--- config.mk ---
export PLATFORM = sky130hd
export DESIGN_NAME = muldiv_unit_flat
export DESIGN_NICKNAME = d
export VERILOG_FILES = /design/src/rtl/mips_defs.sv /design/src/rtl/muldiv_unit_if.sv /design/src/rtl/hilo_registers.sv /design/src/rtl/muldiv_unit.sv /design/src/flat_wrapper.sv
export SDC_FILE = /design/constraint.sdc
export NUM_CORES = 1
export LEC_CHECK = 0
export ABC_CLOCK_PERIOD_IN_PS = 5300
export CORE_UTILIZATION = 37
export CTS_BUF_LIST = sky130_fd_sc_hd__clkbuf_8
export CTS_CLUSTER_SIZE = 24
export DETAILED_ROUTE_END_ITERATION = 10
export GPL_ROUTABILITY_DRIVEN = 1
export SYNTH_ARGS = -nofsm -noshare
export SYNTH_HDL_FRONTEND = slang
export SYNTH_HIERARCHICAL = 1
export SYNTH_SLANG_ARGS = --single-unit
--- constraint.sdc ---
create_clock -name clock -period 5.3 [get_ports clock]
set_input_delay 1.06 -clock clock [delete_from_list [all_inputs] [get_ports clock]]
set_output_delay 1.06 -clock clock [all_outputs]
set_load 0.005 [all_outputs]
--- src/rtl/mips_defs.sv ---
// mips_defs: shared op/funct encodings and multiply/divide FSM states
package mips_defs;
  typedef enum logic [1:0] {MD_MULT = 2'd0, MD_MULTU = 2'd1, MD_DIV = 2'd2, MD_DIVU = 2'd3} md_op_t;
  typedef enum logic [1:0] {S_IDLE = 2'd0, S_RUN = 2'd1, S_FINISH = 2'd2} state_t;
  localparam logic [5:0] MFHI  = 6'h10;
  localparam logic [5:0] MTHI  = 6'h11;
  localparam logic [5:0] MFLO  = 6'h12;
  localparam logic [5:0] MTLO  = 6'h13;
  localparam logic [5:0] MULT  = 6'h18;
  localparam logic [5:0] MULTU = 6'h19;
  localparam logic [5:0] DIV   = 6'h1A;
  localparam logic [5:0] DIVU  = 6'h1B;
endpackage

--- src/rtl/muldiv_unit_if.sv ---
// muldiv_unit_if: decoder-to-multiply/divide request and HI/LO result bundle
interface muldiv_unit_if;
  import mips_defs::*;
  logic        start;
  md_op_t      op;
  logic [31:0] operand_a;
  logic [31:0] operand_b;
  logic        mthi;
  logic        mtlo;
  logic [31:0] hi;
  logic [31:0] lo;
  logic        busy;
  logic        done;
  logic        div_by_zero;
  modport master (output start, op, operand_a, operand_b, mthi, mtlo,
                  input hi, lo, busy, done, div_by_zero);
  modport slave  (input start, op, operand_a, operand_b, mthi, mtlo,
                  output hi, lo, busy, done, div_by_zero);
endinterface

--- src/rtl/hilo_registers.sv ---
// hilo_registers: architectural HI/LO with op-result and mthi/mtlo write ports
module hilo_registers (
  input  logic        clock,
  input  logic        reset_n,
  input  logic        res_we,
  input  logic [31:0] res_hi,
  input  logic [31:0] res_lo,
  input  logic        mthi,
  input  logic        mtlo,
  input  logic [31:0] wdata,
  output logic [31:0] hi,
  output logic [31:0] lo
);
  always_ff @(posedge clock or negedge reset_n)
    if (!reset_n) begin
      hi <= '0;
      lo <= '0;
    end else if (res_we) begin
      hi <= res_hi;
      lo <= res_lo;
    end else begin
      if (mthi) hi <= wdata;
      if (mtlo) lo <= wdata;
    end
endmodule

--- src/rtl/muldiv_unit.sv ---
// muldiv_unit: 32-cycle shift-add multiply / restoring divide feeding HI/LO
module muldiv_unit
  import mips_defs::*;
(
  input logic          clock,
  input logic          reset_n,
  muldiv_unit_if.slave bus
);
  state_t      state, state_n;
  logic [4:0]  cnt;
  logic [63:0] w, w_next, prod;
  logic [31:0] mcand, a_cap, rem_fix, quo_fix, res_hi, res_lo;
  logic [32:0] rem_sh, sum;
  logic        div_q, sa, sb, dz, is_signed, is_div, neg_a, neg_b, idle, finish;
  assign idle      = state == S_IDLE;
  assign finish    = state == S_FINISH;
  assign is_signed = bus.op == MD_MULT || bus.op == MD_DIV;
  assign is_div    = bus.op == MD_DIV || bus.op == MD_DIVU;
  assign neg_a     = is_signed && bus.operand_a[31];
  assign neg_b     = is_signed && bus.operand_b[31];
  assign bus.busy  = !idle;
  // w is {acc, multiplier} for multiply and {remainder, quotient} for divide
  always_comb begin
    state_n = idle ? (bus.start ? S_RUN : S_IDLE) : state == S_RUN ? (cnt == 5'd31 ? S_FINISH : S_RUN) : S_IDLE;
    rem_sh  = w[63:31];
    sum     = div_q ? rem_sh - {1'b0, mcand} : {1'b0, w[63:32]} + (w[0] ? {1'b0, mcand} : 33'd0);
    w_next  = div_q ? {sum[32] ? rem_sh[31:0] : sum[31:0], w[30:0], !sum[32]} : {sum, w[31:1]};
    prod    = sa ^ sb ? -w : w;
    quo_fix = sa ^ sb ? -w[31:0] : w[31:0];
    rem_fix = sa ? -w[63:32] : w[63:32];
    res_hi  = dz ? a_cap : div_q ? rem_fix : prod[63:32];
    res_lo  = dz ? 32'hFFFF_FFFF : div_q ? quo_fix : prod[31:0];
  end
  always_ff @(posedge clock or negedge reset_n)
    if (!reset_n) state <= S_IDLE;
    else state <= state_n;
  always_ff @(posedge clock or negedge reset_n)
    if (!reset_n) begin
      cnt             <= '0;
      w               <= '0;
      mcand           <= '0;
      a_cap           <= '0;
      div_q           <= 1'b0;
      sa              <= 1'b0;
      sb              <= 1'b0;
      dz              <= 1'b0;
      bus.done        <= 1'b0;
      bus.div_by_zero <= 1'b0;
    end else begin
      bus.done        <= finish;
      bus.div_by_zero <= finish && dz;
      if (idle && bus.start) begin
        cnt   <= '0;
        w     <= {32'd0, neg_a ? -bus.operand_a : bus.operand_a};
        mcand <= neg_b ? -bus.operand_b : bus.operand_b;
        a_cap <= bus.operand_a;
        div_q <= is_div;
        sa    <= neg_a;
        sb    <= neg_b;
        dz    <= is_div && bus.operand_b == 32'd0;
      end else if (state == S_RUN) begin
        w   <= w_next;
        cnt <= cnt + 5'd1;
      end
    end
  hilo_registers u_hilo (
    .clock  (clock),
    .reset_n(reset_n),
    .res_we (finish),
    .res_hi (res_hi),
    .res_lo (res_lo),
    .mthi   (idle && !bus.start && bus.mthi),
    .mtlo   (idle && !bus.start && bus.mtlo),
    .wdata  (bus.operand_a),
    .hi     (bus.hi),
    .lo     (bus.lo)
  );
endmodule

--- src/flat_wrapper.sv ---
// flat-port wrapper written by rule: the top's interface ports become plain ports
module muldiv_unit_flat import mips_defs::*;
  (clock, reset_n, bus_start, bus_op, bus_operand_a, bus_operand_b, bus_mthi, bus_mtlo, bus_hi, bus_lo, bus_busy, bus_done, bus_div_by_zero);
  muldiv_unit_if bus_i ();
  input logic clock;
  input logic reset_n;
  input wire logic [$bits(bus_i.start)-1:0] bus_start;
  input wire logic [$bits(bus_i.op)-1:0] bus_op;
  input wire logic [$bits(bus_i.operand_a)-1:0] bus_operand_a;
  input wire logic [$bits(bus_i.operand_b)-1:0] bus_operand_b;
  input wire logic [$bits(bus_i.mthi)-1:0] bus_mthi;
  input wire logic [$bits(bus_i.mtlo)-1:0] bus_mtlo;
  output wire logic [$bits(bus_i.hi)-1:0] bus_hi;
  output wire logic [$bits(bus_i.lo)-1:0] bus_lo;
  output wire logic [$bits(bus_i.busy)-1:0] bus_busy;
  output wire logic [$bits(bus_i.done)-1:0] bus_done;
  output wire logic [$bits(bus_i.div_by_zero)-1:0] bus_div_by_zero;
  assign bus_i.start = bus_start;
  assign bus_i.op = bus_op;
  assign bus_i.operand_a = bus_operand_a;
  assign bus_i.operand_b = bus_operand_b;
  assign bus_i.mthi = bus_mthi;
  assign bus_i.mtlo = bus_mtlo;
  assign bus_hi = bus_i.hi;
  assign bus_lo = bus_i.lo;
  assign bus_busy = bus_i.busy;
  assign bus_done = bus_i.done;
  assign bus_div_by_zero = bus_i.div_by_zero;
  muldiv_unit u_core (.clock(clock), .reset_n(reset_n), .bus(bus_i));
endmodule
# After elaboration in Yosys (flattened, before gate mapping)
# Cells that the tools add are included.
[totals]
ff_bits = 205
inputBits = 71
[op_classes]
n_mux = 25
addsub = 8
n_reduce_logical = 19
bitwise = 1
eq_ne = 5
[ops]
columns = ["op", "count"]
rows = [
  ["$mux W32", 14],
  ["$mux W64", 4],
  ["$neg A32 Y32", 4],
  ["$neg A64 Y64", 1],
  ["$add A32 B33 Y33", 1],
  ["$mux W33", 1],
  ["$sub A33 B32 Y33", 1],
  ["$logic_not A32 Y1", 1],
  ["$mux W5", 2],
  ["$logic_and A1 B1 Y1", 8],
  ["$eq A2 B2 Y1 const B", 3],
  ["$mux W2", 3],
  ["$reduce_bool A2 Y1", 3],
  ["$add A5 B1 Y5 const B", 1],
  ["$eq A5 B5 Y1 const B", 1],
  ["$logic_not A2 Y1", 2],
  ["$logic_not A1 Y1", 3],
  ["$eq A2 B1 Y1 const B", 1],
  ["$logic_or A1 B1 Y1", 2],
  ["$mux W1", 1],
  ["$xor A1 B1 Y1", 1],
]

# Depth between registers and ports, before layout
# Gate-level depths: netlist (run 1).
[depth]
ltp_word = 7
ltp_mapped = 15
depth_no_buf = 13

# Hierarchy
# The synthesis (run 1) kept the hierarchy.
[modules_own_cells]
columns = ["module", "cells_per_inst", "n_inst", "area_per_inst_um2", "seq_area_each_um2"]
rows = [
  ["muldiv_unit", 1796, 1, 13550.5, 3528.4],
  ["hilo_registers", 278, 1, 3015.4, 1601.5],
]

# Worst setup path before layout (run 1)
# OpenSTA, ideal clock, no wires.
[synth_path]
kind = "flip-flop to flip-flop"
startpoint = "reg u_core.w[0]"
endpoint = "reg u_core.w[33]"
synth_period_minus_slack_ns = 3.271
slack_ns = 2.029
path_buffers = 2
path_stages_with_launch = 15
arrival_time_ns = 3.145
cell_sequence = "dfrtp_1 -> inv_1 -> clkbuf_1 -> nor2_1 -> ha_1 -> a21o_1 -> a21o_1 -> a211o_1 -> a211oi_1 -> o2bb2ai_1 -> a311oi_4 -> buf_6 -> nand2_1 -> o21ai_1 -> a221o_1"
[synth_between]
elab_chain_len = 7
[synth_lines]
columns = ["element", "line_no", "text"]
rows = [
  ["start, declared", "muldiv_unit.sv:11", "logic [63:0] w, w_next, prod;"],
  ["start signal, assigned", "muldiv_unit.sv:54", "w <= {32'd0, neg_a ? -bus.operand_a : bus.operand_a};"],
  ["start signal, assigned", "muldiv_unit.sv:62", "w <= w_next;"],
  ["$mux W32 *", "muldiv_unit.sv:26", "sum = div_q ? rem_sh - {1'b0, mcand} : {1'b0, w[63:32]} + (w[0] ? {1'b0, mcand} : 33'd0);"],
  ["$add A32 B33 Y33 *", "muldiv_unit.sv:26", ""],
  ["$mux W33 *", "muldiv_unit.sv:26", ""],
  ["$mux W32", "muldiv_unit.sv:27", "w_next = div_q ? {sum[32] ? rem_sh[31:0] : sum[31:0], w[30:0], !sum[32]} : {sum, w[31:1]};"],
  ["$mux W64 *", "muldiv_unit.sv:27", ""],
  ["$mux W64 *", "muldiv_unit.sv:61", "end else if (state == S_RUN) begin"],
  ["$mux W64 *", "muldiv_unit.sv:52", "if (idle && bus.start) begin"],
]
# Every way passes the cells marked *; elsewhere a longest branch is shown, timed or not. The select of a mux whose other input is x is not followed.
# A chain may end at the register's enable or synchronous reset.

# Worst setup path after layout (run 1)
[layout_path]
startpoint = "reg u_core.w[0]"
endpoint = "reg u_core.w[58]"
# The elaborated chain is that of the path after synthesis.

==> out/qor.yml, run 1 <==
clock_network:
  clockRootBuffer: "clkbuf_8"
  clock-sinks: 205
  path_clk_slew_ns: 0.05
  cts_setup_buffers: 0
  cts_made_buffers: 41
  cts_resized: 0
  insertion_delay_ns: 0.61
  clockBufferDepth: 3
  htreeDepth: 2
  ctsHoldBuffers: 0
  cts_tree: "yes"
final_layout:
  stdcell_area_um2: 19000
  nets: 2288
  final_cells: 2762
  layout_common_cells: "nand2_1 (328), dfrtp_1 (203), o21ai_0 (179), nor2_1 (151), clkdlybuf4s50_1 (136)"
  drive_gt1_share_pct: 6.09
  fillers: 4534
  final_common_cell: "nand2_1"
  syn2layout_area_growth_pct: 15.0
synthesis:
  synth_top_cells_by_area: "dfrtp_1 (31%), nand2_1 (7.5%), mux2i_1 (6.2%)"
  synth_edf_count: 0
  ys.warnings.count: 6
  yosysTopAreaCell: "dfrtp_1"
  yosys.area.top_type_share_pct: 31.0
  postSynthCellCount: 2074
  seq_area_frac_synth_pct: 31.0
  yosys_most_used_dff: "dfrtp_1"
  syn_nets: 2217
  async_flop_share_pct: 100
  ys_types: 86
  netlist_area_um2: 16600
  syn_avg_cell_area_um2: 7.99
  ys_ff_latch: 205
floorplan:
  die_area_um2: 45600
  rows: 77
  die_w_um: 214
  coreArea_um2: 44200
  die_y_um: 214
  io_pins: 138
  floorplan.initialDensity_pct: 37.5
global_routing:
  antenna_found_initial: 0
  overflow: 0
  grt_pass1_wl_um: 83600
  grt_start_max_net_pins: 113
  track_usage_pct: 23.6
  first_global_vias: 15000
worst_setup_path:
  arrival_ns: 4.42
  cp_slowest_stage_delay_ns: 0.63
  cp-start-kind: "flip-flop"
  path_delay_family: "compound AO/OA/AOI/OAI gates"
  critPathMaxFanout: 23
  cp_num_buf_inv: 1
  crit_chain: "inv_1 > nor2_1 > ha_1 > a211oi_1 > o21ai_0 > a41oi_1 > o211ai_1 > a21oi_1 > o21ai_0 > xnor2_1 > nand2_1 > a32o_1"
  cpMostUsedCell: "o21ai_0"
  worst_setup_path_end_kind: "flip-flop"
  required_ns: 5.79
  critPathSlowestCell: "inv_1"
  rrSetupSlack_ns: 1.37
  path_class: "reg2reg"
timing:
  finClkSkew_ns: 0.0281
  finalCriticalPeriod_ns: 3.93
  finalHoldViolCount: 0
  setup_viol_count_final: 0
  period_share_pct: 74.1
  rsz0062_at_grt: "false"
  setup-tns-final_ns: 0
  whs_ns: 0.474
  worst_slew_pin_slew_ns: 1.16
  fmax_mhz: 255
  slew_headroom_pct: 22.8
  slew_violations: 0
place:
  gp_congestion: 0.979
  io_buffers: 137
  dpl_cell_area_um2: 18300
  dp_hpwl_um: 39000
  post-place-cells: 2694
drt:
  wire_per_inst_um: 19.3
  via_count: 15300
  antenna_left: 0
  drt_iter0_drc: 1356
  route.detailed.drc: 0
  totalWireLength_um: 53200
  viasPerCell: 5.56
  dr.pass1.iters: 5
power:
  leakage_nw: 7.71
  ir_drop_uv: 239
  powerDensity_nw_per_um2: 707
  power_mw: 13.5
worst_hold_path:
  min_path_type: "reg2reg"
flow_run:
  drv_cap: 0
run_status:
  outcome: "finished clean"
-- worst paths after layout --
check | start | to | cells after the start
worst min-delay path | u_core/a_cap[17] | u_core/a_cap[17] | 2
max in group asynchronous | reset_n | u_core/u_hilo/hi[29] | 2
worst max-delay path | u_core/w[0] | u_core/w[58] | 12
min in group asynchronous | reset_n | u_core/u_hilo/lo[14] | 1
worst max register to register | u_core/w[0] | u_core/w[58] | 12
worst min register to register | u_core/a_cap[17] | u_core/a_cap[17] | 2
-- layer usage --
| metal | global-route usage (%) | up-vias | wire length [µm] |
|---|---|---|---|
| li1 | - | 7472 | - |
| met1 | 31.2 | 7298 | 24300 |
| met2 | 39.7 | 497 | 24900 |
| met3 | 2.99 | 82 | 2750 |
| met4 | 7.64 | 0 | 1290 |
| met5 | 0 | - | 0 |
-- worst min-delay path, delay by kind of cell, from the launching register on --
family	cells	cell delay, ns
flip-flops	1	0.34
AND/OR/NAND/NOR	2	0.11
-- final cells by class --
type	instances	area, µm²	share of cell area [%]
multi-input combinational	1672	10600	55.5
sequential	205	5130	27.0
timing repair buffer	158	1570	8.25
tap	592	741	3.89
clock buffer	46	633	3.32
inverter	67	251	1.32
clock inverter	21	138	0.723
antenna	1	2.50	0.0131
-- flip-flops by register name (all words and copies together) (netlist names) --
| name | cells |
|---|---|
| u_core/div_q | 1 |
| u_core/sa | 1 |
| u_core/mcand | 32 |
| u_core/u_hilo/hi | 32 |
| u_core/bus.div_by_zero | 1 |
| u_core/a_cap | 32 |
| u_core/w | 64 |
| u_core/state | 2 |
| u_core/bus.done | 1 |
| u_core/sb | 1 |
| u_core/u_hilo/lo | 32 |
| u_core/dz | 1 |
| u_core/cnt | 5 |
-- cells in the mapped netlist, types with 6 or more instances --
cell type,instances
a211oi_1,15
a21o_1,26
a21oi_1,134
a221oi_1,6
a22oi_1,18
a31oi_1,17
and2_1,13
and3_1,7
buf_1,8
buf_12,6
buf_2,27
clkbuf_1,85
dfrtp_1,205
ha_1,70
inv_1,67
mux2_2,9
mux2i_1,102
nand2_1,329
nand2b_1,49
nand3_1,7
nand4_1,20
nor2_1,153
nor2b_1,11
nor3_1,51
nor4_1,15
o211ai_1,37
o21a_1,7
o21ai_0,179
o21ai_1,76
o21bai_1,8
o31ai_1,19
o41ai_1,9
or3_1,21
or4_1,7
xnor2_1,104
xor2_1,66
-- cell families (layout without fill, tap and decap cells) --
family / Yosys count / in the layout / share of synthesized area, %
buf+inv: 197 / 292 / 5.42
xor+xnor: 170 / 170 / 8.99
flops: 205 / 205 / 31.0
simple gates: 717 / 717 / 20.1
other cells: 0 / 1 / 0
mux: 111 / 111 / 6.77
compound gates: 602 / 602 / 22.3
fa+ha+maj: 72 / 72 / 5.53
-- power breakdown --
| part | total, mW | internal [mW] | switching, mW | leakage [nW] |
|---|---|---|---|---|
| registers | 3.38 | 2.34 | 1.04 | 2.47 |
| logic | 8.49 | 3.67 | 4.82 | 4.81 |
| clock network | 1.59 | 0.843 | 0.746 | 0.425 |
| total | 13.5 | 6.85 | 6.61 | 7.71 |
-- through the flow --
step | worst slack, ns | util [%]
final | 1.37 | 43.1
after global placement | 0.854 | 41.3
after floorplan | 2.03 | -
after detailed placement | 0.879 | 41.3
after CTS | 1.36 | 43.1
after global routing | 1.02 | 43.1
Note: power is estimated with default switching activity, not from simulation.
==> run 2: changes to the inputs <==
- ABC_CLOCK_PERIOD_IN_PS: 5300 -> 3200
- clock period: 5.3 -> 3.2 ns (I/O delays scaled with it)
==> run 2 against run 1 <==
Net effect: sequential share of layout area decreased by 3.5 points; via count increased by 9.2%; global-route usage increased by 1.7 points; critical endpoint is now u_core/w[41].
==> out/qor.yml, run 2 (same netlist as run 1, synthesis figures left out) <==
timing:
  slew_violations: 0  # unchanged
  finalHoldViolCount: 0  # unchanged
  slew_headroom_pct: 43.2  # +20 points
  setup-tns-final_ns: 0  # unchanged
  finalCriticalPeriod_ns: 3.13  # -0.803 ns
  setup_viol_count_final: 0  # unchanged
  fmax_mhz: 320  # +26%
  period_share_pct: 97.7  # +24 points
  rsz0062_at_grt: "true"
  finClkSkew_ns: 0.0302  # +0.00207 ns
  worst_slew_pin_slew_ns: 0.853  # -0.303 ns
global_routing:
  antenna_found_initial: 0  # unchanged
  grt_start_max_net_pins: 96  # -15%
  track_usage_pct: 25.3  # +1.7 points
  overflow: 0  # unchanged
  grt_pass1_wl_um: 89300  # +6.8%
  first_global_vias: 16200  # +7.8%
drt:
  dr_wl_met3_um: 3260  # +19%
  totalWireLength_um: 59000  # +11%
  viasPerCell: 5.51  # -0.85%
  via_count: 16800  # +9.2%
  wl_met1_um: 25700  # +5.8%
  route.detailed.drc: 0  # unchanged
  dr.pass1.iters: 6  # +1
  antenna_left: 0  # unchanged
  top_layer_used: "met4"
  drt_iter0_drc: 1228  # -9.4%
  wl_met2_um: 28600  # +15%
  wire_per_inst_um: 19.4  # +0.64%
worst_setup_path:
  cp_num_buf_inv: 5  # +4
  path_class: "reg2reg"
  cpMostUsedCell: "buf_4"
  critPathMaxFanout: 7  # -70%
  critPathSlowestCell: "dfrtp_1"
  path_delay_family: "compound AO/OA/AOI/OAI gates"
  required_ns: 3.67  # -2.12 ns
  arrival_ns: 3.60  # -0.82 ns
  cp-start-kind: "flip-flop"
  worst_setup_path_end_kind: "flip-flop"
  cp_slowest_stage_delay_ns: 0.36  # -0.27 ns
  crit_chain: "inv_2 > ha_4 > fa_2 > nand2b_4 > a21o_4 > a21bo_4 > a311oi_2 > buf_4 > a2111oi_4 > a311oi_4 > buf_6 > buf_12 > buf_4 > mux2i_1 > o21ai_1"
floorplan:
  rows: 77  # unchanged
  floorplan.initialDensity_pct: 37.5  # unchanged
  coreArea_um2: 44200  # unchanged
  die_area_um2: 45600  # unchanged
  io_pins: 138  # unchanged
  die_y_um: 214  # unchanged
  die_w_um: 214  # unchanged
clock_network:
  cts_tree: "yes"
  path_clk_slew_ns: 0.06  # about the same
  insertion_delay_ns: 0.61  # about the same
  clock-sinks: 205  # unchanged
  htreeDepth: 2  # unchanged
  cts_made_buffers: 41  # unchanged
  clockBufferDepth: 3  # unchanged
  clockRootBuffer: "clkbuf_8"
place:
  dp_hpwl_um: 43700  # +12%
  gp_congestion: 0.934  # -4.7%
  io_buffers: 137  # unchanged
final_layout:
  antenna_cells: 0  # -1
  syn2layout_area_growth_pct: 32.4
  largest-register: "u_core/w"
  largest_reg_flops: 64  # unchanged
  fin_util_pct: 49.6  # +6.5 points
  drive_gt1_share_pct: 20.2  # +14 points
  layout_common_cells: "nand2_1 (327), buf_4 (279), dfrtp_1 (195), o21ai_0 (172), nor2_1 (144)"
  nets: 2566  # +12%
  final_common_cell: "nand2_1"
flow_run:
  drv_cap: 0  # unchanged
power:
  leakage_nw: 9.23  # +20%
  ir_drop_uv: 466  # +95%
  power_mw: 26.1  # +94%
  powerDensity_nw_per_um2: 1190  # +68%
run_status:
  outcome: "finished clean"
worst_hold_path:
  min_path_type: "reg2reg"
## run 2: cell type report
cell class,count,area (µm²)
clock buffers,51,702
clock inverters,20,119
fillers,4283,22300
inverters,67,259
multi-input cells,1672,11100
flip-flops and latches,205,5140
well taps,592,741
repair buffers,436,3850
## run 2: worst paths after layout
check | from | to | slack (ns) | depth (start not counted)
worst min-delay path | u_core/a_cap[4] | u_core/a_cap[4] | 0.47 | 2
worst max register to register | u_core/w[31] | u_core/w[41] | 0.07 | 15
worst min register to register | u_core/a_cap[4] | u_core/a_cap[4] | 0.47 | 2
worst max-delay path | u_core/w[31] | u_core/w[41] | 0.07 | 15
min in group asynchronous | reset_n | u_core/u_hilo/lo[12] | 0.58 | 2
max in group asynchronous | reset_n | u_core/div_q | 1.86 | 3
## run 2: layer usage
metal  track usage [%]  vias up
met3              3.46       95
met4              7.44        0
met1              32.7     8071
met5                 0        -
met2              43.8      567
li1                  -     8034
## run 2: through the flow
stage / instance area, µm² / hold WS, ns / worst slack [ns] / instances
after floorplan: 16600 / 0.344 / 0.00978 / 2074
after global placement: 20300 / 0.452 / -0.471 / 2950
after detailed placement: 20300 / 0.462 / -0.418 / 2950
after CTS: 21200 / 0.477 / 0.0108 / 3024
after global routing: 21900 / 0.494 / -0.0853 / 3043
final: 21900 / 0.473 / 0.0745 / 3043
## run 2: power by group
group	switching, mW	internal (mW)	leakage [nW]
sequential	1.05	3.90	2.46
clock	1.27	1.52	0.476
combinational	9.82	8.54	6.30
## run 2: worst min-delay path, delay by kind of cell, from the launching register on
family	cells	cell delay (ns)
AND/OR/NAND/NOR	2	0.11
flip-flops	1	0.34
## run 2: what timing repair did
| action | CTS | global route |
|---|---|---|
| pin swaps | 7 | 40 |
| gates cloned | 0 | 4 |
| gates resized for setup | 25 | 95 |
| hold buffers | 1 | 0 |
| setup buffers | 2 | 15 |
| endpoints found under the setup margin | 32 | 40 |
| endpoints found under the hold margin | 14 | 0 |
==> run 3: changes to the inputs <==
- CTS_BUF_LIST: sky130_fd_sc_hd__clkbuf_8 -> sky130_fd_sc_hd__clkbuf_4
- GPL_TIMING_DRIVEN: unset -> 0
==> run 3 against run 2 <==
Net effect: the flow now finishes with violations (negative setup slack); critical path depth down 2; die area unchanged; sequential cell count unchanged; design area down 5.2%; global-route usage up 2.9 points.
==> out/qor.yml, run 3 (same netlist as run 1, synthesis figures left out) <==
final_layout:
  nets: 2468  # -3.8%
  syn2layout_area_growth_pct: 25.5
  final_cells: 2959  # -2.8%
  largest_reg_flops: 64  # unchanged
  multiInputGateArea_um2: 11200  # +1.1%
  stdcell_area_um2: 20800  # -5.2%
  drive_gt1_share_pct: 15.3  # -4.9 points
  final_common_cell: "nand2_1"
  seq_area_um2: 5160  # +0.29%
  largest-register: "u_core/w"
  fillers: 4448  # +3.9%
  layout_common_cells: "nand2_1 (326), dfrtp_1 (183), o21ai_0 (152), nor2_1 (147), clkdlybuf4s50_1 (136)"
timing:
  finalCriticalPeriod_ns: 3.37  # +0.247 ns
  worst_slew_pin_slew_ns: 1.33  # +0.474 ns
  fmax_mhz: 297  # -7.3%
  setup_viol_count_final: 27  # +27
  slew_violations: 0  # unchanged
  slew_headroom_pct: 10.9  # -32 points
  setup_ws_ns: -0.172  # -0.247 ns
  finClkSkew_ns: 0.0415  # +0.0113 ns
  period_share_pct: 105  # +7.7 points
  rsz0062_at_grt: "true"
  finalHoldViolCount: 0  # unchanged
place:
  dp_hpwl_um: 48700  # +11%
  post-place-cells: 2804  # -4.9%
  dpl_cell_area_um2: 18700  # -7.6%
  io_buffers: 137  # unchanged
  gp_congestion: 0.978  # +4.7%
floorplan:
  coreArea_um2: 44200  # unchanged
  rows: 77  # unchanged
  die_w_um: 214  # unchanged
  io_pins: 138  # unchanged
  die_area_um2: 45600  # unchanged
  floorplan.initialDensity_pct: 37.5  # unchanged
  die_y_um: 214  # unchanged
worst_hold_path:
  min_to: "u_core/a_cap[9]"
  min_path_type: "reg2reg"
  whs_path_depth: 2  # unchanged
  min_from: "u_core/a_cap[9]"
global_routing:
  overflow: 0  # unchanged
  busiest_layer: "met2"
  first_global_vias: 16700  # +3.0%
  grt_pass1_wl_um: 97200  # +8.8%
  antenna_found_initial: 3  # +3
  grt_use_met2_pct: 48.9  # +5.1 points
  use_met1_pct: 34.9  # +2.2 points
  met3_usage_pct: 4.44  # +0.98 points
  grt_start_max_net_pins: 116  # +21%
  track_usage_pct: 28.2  # +2.9 points
power:
  power_frac_clock_pct: 11.0  # +0.3 points
  combPwrFrac_pct: 67.6  # -2.8 points
  switching_power_mw: 12.3  # +1.2%
  powerDensity_nw_per_um2: 1210  # +1.3%
  switching_share_pct: 49.0  # +2.5 points
  leakage_nw: 8.36  # -9.4%
  p_int_mw: 12.8  # -8.3%
  power.share.sequential_pct: 21.5  # +2.5 points
  ir_drop_uv: 410  # -12%
worst_setup_path:
  rr_worst_depth: 13  # -2
  path_class: "reg2reg"
  cp-start-kind: "flip-flop"
  rrSetupSlack_ns: -0.17  # -0.25 ns
  arrival_ns: 3.96  # +0.36 ns
  required_ns: 3.79  # +0.12 ns
  timing.rr.end: "u_core/w[61]"
  reg2reg_from: "u_core/w[31]"
  critPathMaxFanout: 7  # unchanged
  worst_setup_path_end_kind: "flip-flop"
clock_network:
  clock-sinks: 205  # unchanged
  cts_made_buffers: 68  # +66%
  cts_tree: "yes"
  clockBufferDepth: 3  # unchanged
  clockRootBuffer: "clkbuf_4"
  htreeDepth: 3  # +1
  path_clk_slew_ns: 0.07  # about the same
  insertion_delay_ns: 0.74  # +0.13 ns
drt:
  totalWireLength_um: 63600  # +7.8%
  dr.pass1.iters: 7  # +1
  via_count: 16600  # -1.2%
  antenna_left: 0  # unchanged
  wire_per_inst_um: 21.5  # +11%
  viasPerCell: 5.60  # +1.6%
  route.detailed.drc: 0  # unchanged
  drt_iter0_drc: 1215  # -1.1%
run_status:
  violations: "negative setup slack"
  outcome: "finished with violations"
flow_run:
  drv_cap: 0  # unchanged
==> run 3: power by group through the flow <==
| stage | Combinational (mW) | Sequential [mW] | Clock (mW) |
|---|---|---|---|
| 6_report | 16.9 | 5.39 | 2.75 |
| 5_1_grt | 18.6 | 5.52 | 2.96 |
| 4_1_cts | 16.2 | 5.32 | 2.84 |
| 3_5_place_dp | 14.6 | 5.34 | 0 |
| 3_3_place_gp | 14.4 | 5.32 | 0 |
| 2_1_floorplan | 10.2 | 4.83 | 0 |
==> run 3: how the worst max path moves through the flow <==
stage	startpoint	end	slack (ns)
global route	u_core/w[53]	u_core/w[33]	-0.27
global placement	reset_n	u_core/mcand[29]	-7.61
floorplan	u_core/w[0]	u_core/w[32]	0.01
detailed placement	u_core/w[0]	u_core/w[54]	-1.43
CTS	u_core/w[31]	u_core/w[61]	-0.23
finish	u_core/w[31]	u_core/w[61]	-0.17
==> run 3: worst max-delay path, cell delays in order (launching register included) <==
cell       delay, ns
dfrtp_2         0.42
inv_6           0.06
ha_4            0.16
fa_2            0.37
nand2b_4        0.17
a21o_4          0.23
a21bo_4         0.25
a311oi_4        0.35
a2111oi_4       0.12
a311oi_4        0.32
buf_12          0.18
mux2i_4         0.26
nor2_1          0.06
a221o_1         0.26
==> run 3: cell type report <==
cell class,count,share of cell area (%)
multi-input cells,1672,54.0
flip-flops and latches,205,24.8
repair buffers,188,8.91
well taps,592,3.56
clock buffers,96,3.47
plain buffers,123,3.39
inverters,67,1.27
clock inverters,13,0.511
diodes,3,0.0361
==> run 3: through the flow <==
stage                     hold WS [ns]  utilization (%)  TNS (ns)  power [mW]  setup slack (ns)
after floorplan                  0.344                -         0        15.1           0.00978
after CTS                        0.472             46.2     -3.34        24.3            -0.231
final                            0.473             47.0     -2.82        25.1            -0.172
after global placement           0.455             42.2  -1617.96        19.7             -7.61
after global routing             0.488             47.0     -6.20        27.0            -0.272
after detailed placement         0.458             42.3    -64.01        19.9             -1.43
==> run 3: layer usage <==
metal / wire length [µm] / up-vias / share of wire [%]
li1: - / 7882 / -
met1: 26500 / 7981 / 42
met2: 30900 / 578 / 49
met3: 3890 / 130 / 6.1
met4: 2200 / 2 / 3.5
met5: 14 / - / 0.022
==> run 3: what timing repair did <==
action / 4_1_cts / 5_1_grt
hold endpoints to repair: 90 / 0
hold buffers: 1 / 0
gates resized for setup: 157 / 67
pin swaps: 30 / 18
gates cloned: 2 / 0
setup endpoints to repair: 74 / 61
buffers inserted: 37 / 14
==> patch (config.mk and constraints of run 3) <==
Re-encode `state_t` (3 states) as one-hot, 3 bits wide.
--- a/src/rtl/mips_defs.sv
+++ b/src/rtl/mips_defs.sv
@@ -3,3 +3,3 @@
   typedef enum logic [1:0] {MD_MULT = 2'd0, MD_MULTU = 2'd1, MD_DIV = 2'd2, MD_DIVU = 2'd3} md_op_t;
-  typedef enum logic [1:0] {S_IDLE = 2'd0, S_RUN = 2'd1, S_FINISH = 2'd2} state_t;
+  typedef enum logic [2:0] {S_IDLE = 3'b001, S_RUN = 3'b010, S_FINISH = 3'b100} state_t;
   localparam logic [5:0] MFHI  = 6'h10;
Behaviour: no difference found for any inputs over 10 cycles, from zero or initial values and one cycle with reset_n low; not proved beyond that.
==> patch against run 3 <==
The flow still finishes with violations (negative setup slack). Synthesized area is 1.5% higher. Sequential cell count is 1 higher. Routed wire length is 5.2% higher. Design area is 1.9% higher. Setup slack better by 0.024 ns. Via count is 3.5% higher. Count of clock-buffer cells in the layout is 10 lower. Power is 9.3% lower.
==> patch: results (changes against run 3) <==
failing checks: negative setup slack
total routed wire length on the met1 layer: 27,390 um (+3.2%)
compound-gate portion of the synthesized area: 0.2265 (+0.003795)
Global Route Usage Sum: 0.2830 (+0.001006)
worst endpoint data arrival time: 4.03 ns (+0.07 ns)
switching share of power: 0.4924 (+0.002502)
placed cells: 2,845 (+1.5%)
met2 global-route usage: 0.4898 (+0.0008687)
Initial DRC Count: 1,180 (-2.9%)
Layout Skew: 0.05887 ns (+0.01737 ns)
pin count of the biggest net entering global routing: 110 (-5.2%)
cell types with the largest area share after synthesis: dfrtp_1 (31%), nand2_1 (7.8%), mux2i_1 (6.1%)
number of H-tree levels: 2 (-1)
post-synthesis net count: 2,258 (+1.8%)
setup slack of the critical path after layout: -0.1481 ns (+0.02382 ns)
Clock group: 2.48 mW (-9.8%)
Post-DP Area: 18,970 um^2 (+1.4%)
Seq/Total Area, Yosys: 0.3066 (-0.003091)
slowest stage cell, crit path: dfrtp_1
filler instances: 4,482 (+0.76%)
Register-to-Register Path Depth: 12 (-1)
setup violation total in the final timing report: 25 (-7.4%)
average wire per cell in the routed design: 22.21 um (+3.4%)
internal power contribution: 11.54 mW (-9.8%)
DR WL met3: 3704 um (-4.8%)
Post-Route WL: 66,850 um (+5.2%)
total iterations of the first detailed-routing run: 6 (-1)
maximum single-stage delay on the critical path: 0.51 ns (+0.09 ns)
multiplexer share of the synthesized area: 0.06874 (+0.0009905)
Leakage: 8.987 nW (+7.5%)
source-to-sink clock delay at the later pin of the worst-skew pair: 0.83 ns (+0.09 ns)
Post-Place Setup Slack: -1.471 ns (-0.03732 ns)
share of layout cells above drive strength 1: 0.1529 (about the same)
global routing usage on met1: 0.3480 (-0.001158)
routed vias: 17,150 (+3.5%)
number of buffers added by the clock tree synthesis step: 60 (-12%)
final hold slack: 0.4126 ns (-0.06019 ns)
outcome: finished, violations left
post-detailed-placement half-perimeter wirelength: 50,190 um (+3.1%)
Tightest Hold Check Type: in2async
worst-margin pin slew: 1.228 ns (-0.09865 ns)
adder-cell share of the synthesized area: 0.05446 (-0.0008308)
xor/xnor cell area share of the yosys netlist: 0.08540 (-0.004475)
final-layout setup total negative slack: -1.661 ns (+1.161 ns)
number of library cell types mapped by synthesis: 79 (-8.1%)
final weighted congestion in routability-driven placement: 0.9648 (-1.3%)
synthesized instance count: 2,115 (+2.0%)
met2 WL: 32,350 um (+4.6%)
[patch: cell count changes in the layout (fill, tap and decap cells not counted), sizes merged, moves of 13 or more]
cell,run 3,this run
clkbuf,177,162
clkinv,11,24
nand2,329,350
nand3,7,24
nor3,53,38
o21a,7,20
xnor2,104,90
[patch: layout make-up]
cell class / count / area (um^2) / share of cell area
inverters: 69 / 270.3 / 0.01275
flip-flops and latches: 206 / 5171 / 0.2440
clock buffers: 86 / 645.6 / 0.03047
plain buffers: 104 / 630.6 / 0.02976
diodes: 4 / 10.01 / 0.0004723
well taps: 592 / 740.7 / 0.03495
clock inverters: 23 / 96.34 / 0.004546
multi-input cells: 1715 / 11570 / 0.5458
repair buffers: 211 / 2059 / 0.09718
[patch: timing repair]
item | in CTS | in global routing
pin swaps | 48 | 50
setup endpoints to repair | 98 | 88
endpoints found under the hold margin | 97 | 0
gates cloned | 3 | 3
buffers inserted | 45 | 25
gates resized for setup | 165 | 78
hold buffers | 1 | 0
